$ cat src/rtl/capture_ctrl.sv
// capture_ctrl - capture sequencer for the logIP sampler path.
//
// Programs the sampler clock divider, records strobed sample words into an
// external ring buffer while armed, counts post-trigger samples once the
// trigger fires, then streams the captured window to the transmitter,
// newest word first.
//
// Optional feature macro: LOGIP_CTRL_ABORT_EN
//   When defined, adds input abort_i. A pulse outside IDLE returns the
//   sequencer to IDLE on the next edge, drops tx_valid_o and suppresses
//   done_o. When undefined, the port is absent and only rst_in aborts.
//
// Ports:
//   clk_i, rst_in           clock and asynchronous active-low reset
//   cfg_div_i/_stb_i        divider value and its load strobe (IDLE only)
//   cfg_read_cnt_i          returned samples = min(4*(value+1), 2^ADDR_W)
//   cfg_delay_cnt_i         post-trigger samples = 4*(value+1)
//   arm_i, run_i            start capture / trigger fired
//   smpl_stb_i, smpls_i     sampler strobe and sample word
//   fdiv_o, set_div_o       divider value and load pulse to the sampler
//   mem_we_o/_waddr_o/_wdata_o  registered RAM write port
//   mem_raddr_o, mem_rdata_i    RAM read port, data one cycle after address
//   tx_data_o/_valid_o, tx_ready_i  valid/ready stream to the transmitter
//   busy_o                  high whenever not IDLE
//   done_o                  one-cycle pulse after the last accepted word

module capture_ctrl #(
  parameter int ADDR_W = 10
) (
  input  logic              clk_i,
  input  logic              rst_in,
  input  logic [23:0]       cfg_div_i,
  input  logic              cfg_div_stb_i,
  input  logic [15:0]       cfg_read_cnt_i,
  input  logic [15:0]       cfg_delay_cnt_i,
  input  logic              arm_i,
  input  logic              run_i,
  input  logic              smpl_stb_i,
  input  logic [31:0]       smpls_i,
`ifdef LOGIP_CTRL_ABORT_EN
  input  logic              abort_i,
`endif
  output logic [23:0]       fdiv_o,
  output logic              set_div_o,
  output logic              mem_we_o,
  output logic [ADDR_W-1:0] mem_waddr_o,
  output logic [31:0]       mem_wdata_o,
  output logic [ADDR_W-1:0] mem_raddr_o,
  input  logic [31:0]       mem_rdata_i,
  output logic [31:0]       tx_data_o,
  output logic              tx_valid_o,
  input  logic              tx_ready_i,
  output logic              busy_o,
  output logic              done_o
);

  localparam logic [ADDR_W:0] DEPTH_N  = {1'b1, {ADDR_W{1'b0}}};
  localparam logic [18:0]     DEPTH_19 = 19'(DEPTH_N);

  typedef enum logic [1:0] {
    IDLE,
    ARMED,
    POST,
    READOUT
  } state_t;

  state_t state_q, state_d;

  logic [ADDR_W-1:0] wptr_q;
  logic [15:0]       delay_cfg_q;
  logic [17:0]       delay_q;
  logic [ADDR_W:0]   read_total_q;
  logic [ADDR_W:0]   rd_left_q;
  logic [ADDR_W-1:0] rd_ptr_q;
  logic              rd_primed_q;
  logic              first_q;

  logic [18:0]       read_words;
  logic [ADDR_W:0]   read_clamped;
  logic              wr_en;
  logic              trig;
  logic              post_done;
  logic              load;
  logic              last_hs;
  logic              abort;

`ifdef LOGIP_CTRL_ABORT_EN
  assign abort = abort_i && (state_q != IDLE);
`else
  assign abort = 1'b0;
`endif

  // 4*(read+1) needs 19 bits before it is clamped to the buffer depth.
  assign read_words   = {1'b0, cfg_read_cnt_i, 2'b00} + 19'd4;
  assign read_clamped = (read_words >= DEPTH_19) ? DEPTH_N : read_words[ADDR_W:0];

  assign wr_en     = ((state_q == ARMED) || (state_q == POST)) && smpl_stb_i;
  assign trig      = (state_q == ARMED) && run_i;
  // delay_q holds "samples still to come minus one", so the strobe that
  // sees zero is the final post-trigger sample.
  assign post_done = (state_q == POST) && smpl_stb_i && (delay_q == '0);
  assign load      = (state_q == READOUT) && rd_primed_q && (rd_left_q != '0) &&
                     (!tx_valid_o || tx_ready_i);
  assign last_hs   = (state_q == READOUT) && tx_valid_o && tx_ready_i && (rd_left_q == '0);

  // The read address steps down in the same cycle a word is taken, so the
  // RAM already presents the next word on the following cycle.
  assign mem_raddr_o = load ? (rd_ptr_q - ADDR_W'(1)) : rd_ptr_q;

  assign busy_o = (state_q != IDLE);

  always_ff @(posedge clk_i or negedge rst_in) begin
    if (!rst_in) begin
      state_q <= IDLE;
    end else begin
      state_q <= state_d;
    end
  end

  always_comb begin
    state_d = state_q;
    case (state_q)
      IDLE:    if (arm_i)     state_d = ARMED;
      ARMED:   if (run_i)     state_d = POST;
      POST:    if (post_done) state_d = READOUT;
      READOUT: if (last_hs)   state_d = IDLE;
      default:                state_d = IDLE;
    endcase
    if (abort) begin
      state_d = IDLE;
    end
  end

  always_ff @(posedge clk_i or negedge rst_in) begin
    if (!rst_in) begin
      fdiv_o    <= '0;
      set_div_o <= 1'b0;
    end else begin
      set_div_o <= 1'b0;
      if ((state_q == IDLE) && cfg_div_stb_i) begin
        fdiv_o    <= cfg_div_i;
        set_div_o <= 1'b1;
      end
    end
  end

  always_ff @(posedge clk_i or negedge rst_in) begin
    if (!rst_in) begin
      mem_we_o    <= 1'b0;
      mem_waddr_o <= '0;
      mem_wdata_o <= '0;
      wptr_q      <= '0;
    end else begin
      mem_we_o <= wr_en;
      if ((state_q == IDLE) && arm_i) begin
        wptr_q <= '0;
      end
      if (wr_en) begin
        mem_waddr_o <= wptr_q;
        mem_wdata_o <= smpls_i;
        wptr_q      <= wptr_q + ADDR_W'(1);
      end
    end
  end

  always_ff @(posedge clk_i or negedge rst_in) begin
    if (!rst_in) begin
      read_total_q <= '0;
      delay_cfg_q  <= '0;
      delay_q      <= '0;
    end else begin
      if ((state_q == IDLE) && arm_i) begin
        read_total_q <= read_clamped;
        delay_cfg_q  <= cfg_delay_cnt_i;
      end
      // A strobe coinciding with the trigger is already delay sample 1.
      if (trig) begin
        delay_q <= smpl_stb_i ? {delay_cfg_q, 2'b10} : {delay_cfg_q, 2'b11};
      end else if ((state_q == POST) && smpl_stb_i && (delay_q != '0)) begin
        delay_q <= delay_q - 18'd1;
      end
    end
  end

  // The newest word is still in flight to the RAM during the first READOUT
  // cycle, so it is taken from the write data register instead of the RAM.
  always_ff @(posedge clk_i or negedge rst_in) begin
    if (!rst_in) begin
      rd_ptr_q    <= '0;
      rd_left_q   <= '0;
      rd_primed_q <= 1'b0;
      first_q     <= 1'b0;
      tx_data_o   <= '0;
      tx_valid_o  <= 1'b0;
      done_o      <= 1'b0;
    end else begin
      done_o <= last_hs && !abort;
      if (post_done) begin
        rd_ptr_q    <= wptr_q;
        rd_left_q   <= read_total_q;
        rd_primed_q <= 1'b0;
        first_q     <= 1'b1;
      end else if (state_q == READOUT) begin
        rd_primed_q <= 1'b1;
        if (load) begin
          rd_ptr_q  <= rd_ptr_q - ADDR_W'(1);
          rd_left_q <= rd_left_q - (ADDR_W+1)'(1);
          first_q   <= 1'b0;
          tx_data_o <= first_q ? mem_wdata_o : mem_rdata_i;
        end
      end

      if (abort) begin
        tx_valid_o <= 1'b0;
      end else if (load) begin
        tx_valid_o <= 1'b1;
      end else if (tx_valid_o && tx_ready_i) begin
        tx_valid_o <= 1'b0;
      end
    end
  end

endmodule
$ cat config.mk
export PLATFORM = sky130hd
export DESIGN_NAME = capture_ctrl
export DESIGN_NICKNAME = d
export VERILOG_FILES = /design/src/rtl/capture_ctrl.sv
export SDC_FILE = /design/constraint.sdc
export NUM_CORES = 1
export LEC_CHECK = 0
export CAP_MARGIN = 20
export CORE_ASPECT_RATIO = 0.9
export CORE_MARGIN = 10
export CORE_UTILIZATION = 30
export DETAILED_ROUTE_END_ITERATION = 12
export SKIP_CTS_REPAIR_TIMING = 1
export SLEW_MARGIN = 5
export SYNTH_ARGS = -nofsm -noshare
export SYNTH_HDL_FRONTEND = slang
export SYNTH_SLANG_ARGS = --single-unit
export TNS_END_PERCENT = 20
$ cat constraint.sdc
create_clock -name clk_i -period 4.1 [get_ports clk_i]
set_clock_uncertainty 0.15 [all_clocks]
set_input_delay 0.82 -clock clk_i [delete_from_list [all_inputs] [get_ports clk_i]]
set_output_delay 0.82 -clock clk_i [all_outputs]
set_load 0.01 [all_outputs]
## Yosys cells after proc, flatten, opt, wreduce, memory -nomap -nowiden

Index checks and enable logic that the tools add are counted.

- Memory bits (writable): 0
- ROM bits: 0
- Output and inout bits: 113
- Memories kept: 0
- Register bits: 182
- Bits in latches: 0

- Bitwise gates (word level): 1
- Multiplexer cells: 26
- Shift-type cells: 0
- Multipliers: 0
- $add $sub $neg: 5
- Equality and inequality tests: 7
- Reduce and logical (&&, ||, !) cells: 31
- Divide/modulo/power cells: 0
- Order comparisons: 1

Operators by type and width:

| cell | number |
|---|---|
| $mux 10 | 5 |
| $mux 11 | 4 |
| $mux 18 | 2 |
| $mux 32 | 1 |
| $add 18x3->19 const B | 1 |
| $ge 19x11->1 const B | 1 |
| $logic_not 18->1 | 1 |
| $reduce_bool 18->1 | 1 |
| $sub 18x1->18 const B | 1 |
| $logic_and 1x1->1 | 14 |
| $reduce_bool 2->1 | 6 |
| $logic_not 11->1 | 1 |
| $reduce_bool 11->1 | 1 |
| $sub 11x1->11 const B | 1 |
| $add 10x1->10 const B | 1 |
| $sub 10x1->10 const B | 1 |
| $mux 1 | 9 |
| $mux 2 | 4 |
| $ne 2x2->1 const B | 4 |
| $pmux 2 s4 | 1 |
| $eq 2x2->1 const B | 2 |
| $reduce_and 4->1 | 1 |
| $reduce_and 3->1 | 1 |
| $eq 2x1->1 const B | 1 |
| 5 further kinds | 6 |

## Logic depth before layout (Yosys ltp)

- Word-level depth: 7
- Mapped depth: 8

## Worst setup path before layout

Ideal clock, no wire load.

- Path kind: input-to-output
- Start point: input tx_ready_i
- End point: output mem_raddr_o[7]
- Stages on the path: 4
- Path buffers: 0
- Data required time: 3.130 ns
- Path slack: 1.267 ns
- Arrival: 1.863 ns
- Cell sequence: nand2b_1 -> nand3_1 -> or4_1 -> xnor2_1

- Longest elaborated chain between the ends: 3

Ends and longest elaborated chain:

| item | line | source |
|---|---|---|
| from (decl) | 52 | `input logic tx_ready_i,` |
| $logic_or 1x1->1 | 103 | `(!tx_valid_o \|\| tx_ready_i);` |
| $logic_and 1x1->1 | 102 | `assign load = (state_q == READOUT) && rd_primed_q && (rd_left_q != '0) &&` |
| $mux 10 | - |  |
| to (decl) | 48 | `output logic [ADDR_W-1:0] mem_raddr_o,` |

Every way passes these cells.

## Final worst setup path

- Start point: register rd_left_q[0]
- End point: output mem_raddr_o[7]

- Longest elaborated chain between the ends: 4

Ends and longest elaborated chain:

| item | line | source |
|---|---|---|
| from (decl) | 73 | `logic [ADDR_W:0] rd_left_q;` |
| from (signal assigned) | 200 | `rd_left_q <= read_total_q;` |
| from (signal assigned) | 207 | `rd_left_q <= rd_left_q - (ADDR_W+1)'(1);` |
| $reduce_bool 11->1 | 102 |  |
| $logic_and 1x1->1 (2 in a row) | 102 |  |
| $mux 10 | - |  |

Every way passes these cells.

==> summary.txt <==
Post-synth EDFFs: 0
Gpl congestion: 0.826
Final #Nets: 1194
DRC Markers: 0
Fraction of registers with async set/reset: 1.00
H-tree Lvls: 4
Initial antenna violation count: 1
Pint: 5.14 mW
Seq pwr share: 0.373
Via count: 6853
Kind of start point of the critical path: register
Clock slew at reported path FFs: 0.08 ns
Row Count: 57
CP endpoint kind: output pin
Max-Cap Viols: 0
Clk pwr share: 0.198
Largest net degree at the start of global routing: 75
Overall routed net length: 25.4 mm
RR Startpoint: delay_q[7]
Number of max-slew violations in the final report: 0
CP peak stage delay: 0.59 ns
Post-synth top area cell: dfrtp_1
Share of cells above drive strength 1: 0.107
First-pass GRT wire length: 39.7 mm
Count of final setup violators: 0
Primary FF master, synth: dfrtp_1
Worst path cell trace: inv_1 -> ha_1 -> nor3b_2 -> and3_1 -> or4_1 -> xnor2_1 -> clkdlybuf4s50_1
R2R Setup Slk: 1.10 ns
HPWL Detailed: 18.7 mm
Max Buffers Root-to-Sink: 2
Slew HR: 0.305
CP Data Required Time: 3.13 ns
Port bufs: 239
Ports: 240
Min Tclk post-route: 3.91 ns
Worst min path class: primary input to asynchronous set/reset pin
Crit path buf inv count: 2
Area delta synth->final: 41.3%
FF+latch count, synth: 180
Die X: 195 um
Vias/cell: 4.82
Comb pwr share: 0.429
Final Hold Viols: 0
CP max FO: 6
Final Util: 0.432
Max rail drop VDD: 0.000336 V
Clk_lat worst skew: 0.44 ns
Worst Path Arrival: 2.94 ns
Hold slack: 0.236 ns
Net Sw Power: 3.08 mW
Avg Synthesized Cell Area: 10.2 um2
Critical path class: register to output pin
Pwr per Cell Area: 700 nW/um2
Initial DRC count: 495
Vias in the first global route: 6910
Pre-CTS setup slack: 0.208 ns
Die Y: 178 um
Critical path's top delay family: simple AND/OR/NAND/NOR gates
Yosys warnings: 0
Outcome: completed
TritonRoute pass-1 iters: 5
Worst-Margin Slew: 1.04 ns
Number of fill cells: 2631
Pwr Total: 8.22 mW
Core area: 27200 um2
Seq/Total Area, Yosys: 0.542
Total GRT Usage: 0.141
Sw Ratio: 0.374
Max Clk Rate: 256 MHz
Mapped Cells: 815
Final worst slack: 0.190 ns
Worst reg2reg endpoint: delay_q[8]
Leak Pwr: 4.97 nW
Wire per inst: 17.9 um
Fin crit share: 0.954
Total clock buffers created by CTS: 17
Post-synthesis cell type count: 52
GRT overflow: 0
Post-route antenna net violation count: 0
Main area contributors after synthesis: dfrtp_1, nand2_1, mux2_2
Initial Util: 0.306
Synthesized Nets: 954
CTS tree: yes
Slowest cell on the critical path: clkdlybuf4s50_1
Post-synthesis cell area: 8310 um2
Die area: 34800 um2
RSZ-0062 raised after global routing: false
Cells on worst reg2reg path: 5
Top-area cell type share of the netlist area: 0.542
Setup_tns: 0 ns
Clock root buffer: clkbuf_16
CTS sink cnt: 180
-- registers in the layout, summed over array words and instances (netlist names) --
name and cells:
fdiv_o 24, rd_left_q 11, done_o 1, delay_cfg_q 16, delay_q 18, mem_waddr_o 10, mem_we_o 1, state_q 2
set_div_o 1, tx_valid_o 1, wptr_q 10, rd_primed_q 1, mem_wdata_o 32, first_q 1, tx_data_o 32, rd_ptr_q 10
read_total_q 9
-- area by class of cell --
class                   count  area (um2)  area share
inverters                  16        60.1     0.00511
clock buffers              18         429      0.0365
flip-flops and latches    180        4510       0.383
clock inverters            14         160      0.0136
multi-input cells         583        3590       0.306
well taps                 354         443      0.0377
repair buffers            257        2550       0.217
diodes                      1        2.50    0.000213
-- worst register-to-register path, stage by stage (launching register included) --
cell	delay [ns]
dfrtp_1	0.43
or4_4	0.55
or4_4	0.47
o31ai_2	0.88
or2_2	0.27
a31oi_1	0.08
-- per-layer routing --
layer	track usage	wire (um)	part of all wire
met5	0	0	0
met4	0.0248	225	0.0089
met1	0.183	11400	0.45
met2	0.225	11800	0.46
met3	0.0506	1990	0.078
-- logic make-up after synthesis --
family | count (synthesis) | synth area share
mux | 89 | 0.115
fa+ha+maj | 12 | 0.0181
simple gates | 319 | 0.177
flops | 180 | 0.542
compound gates | 137 | 0.0935
xor+xnor | 26 | 0.0274
buf+inv | 52 | 0.0274
-- synth_stat cells, types with 3 or more instances --
library cell,number
mux2_2,49
a31oi_1,13
ha_1,12
or4_1,10
buf_1,5
o31ai_1,5
and3_1,6
o311ai_0,3
and2_1,4
nand4_1,8
xnor2_1,17
clkbuf_1,25
o21ai_1,54
nand3_1,21
nor3_1,10
o21ai_0,33
a21oi_1,14
mux2i_1,39
buf_6,4
or2_2,5
nand2_1,178
dfrtp_1,180
xor2_1,9
nand2b_1,5
inv_1,16
or3_1,9
nor2_1,40
nor4_1,8
-- metrics by stage --
step	instances	area, um2
global placement	1390	11100
CTS	1422	11700
detailed placement	1390	11100
finish	1423	11700
global route	1422	11700
floorplan	815	8310
-- worst max path at each step --
stage	endpoint	slack (ns)	from	cells past startpoint
final	mem_raddr_o[7]	0.19	rd_left_q[0]	7
after floorplan	mem_raddr_o[7]	1.27	tx_ready_i	4
after detailed placement	mem_raddr_o[7]	0.21	tx_ready_i	6
after CTS	mem_raddr_o[9]	0.002	rd_left_q[0]	7
after global routing	mem_raddr_o[7]	0.1	rd_left_q[0]	7
after global placement	mem_raddr_o[7]	0.21	tx_ready_i	6
-- cell usage in the layout, fill, tap and decap left out, types with 3 or more instances in the layout --
cell type	count
clkdlybuf4s50_1	238
dfrtp_1	179
nand2_1	177
o21ai_1	54
mux2_2	49
nor2_1	40
mux2i_1	39
o21ai_0	33
nand3_1	21
xnor2_1	17
clkbuf_16	17
inv_1	16
buf_4	16
a21oi_1	14
a31oi_1	13
ha_1	12
nor3_1	10
or4_1	10
or3_1	9
xor2_1	9
nand4_1	8
nor4_1	7
and3_1	6
nand2b_1	5
or2_2	5
o31ai_1	5
and2_1	4
inv_6	4
clkinv_8	4
o311ai_0	3
clkinv_4	3
inv_8	3
-- power groups by stage --
stage	logic [mW]	clock network, mW	registers (mW)
finish	3.53	1.62	3.07
global route	3.89	1.76	3.18
CTS	3.60	1.68	3.06
detailed placement	3.58	0	3.09
global placement	3.53	0	3.07
floorplan	1.62	0	3.19
Note: power is estimated with default switching activity, not from simulation.
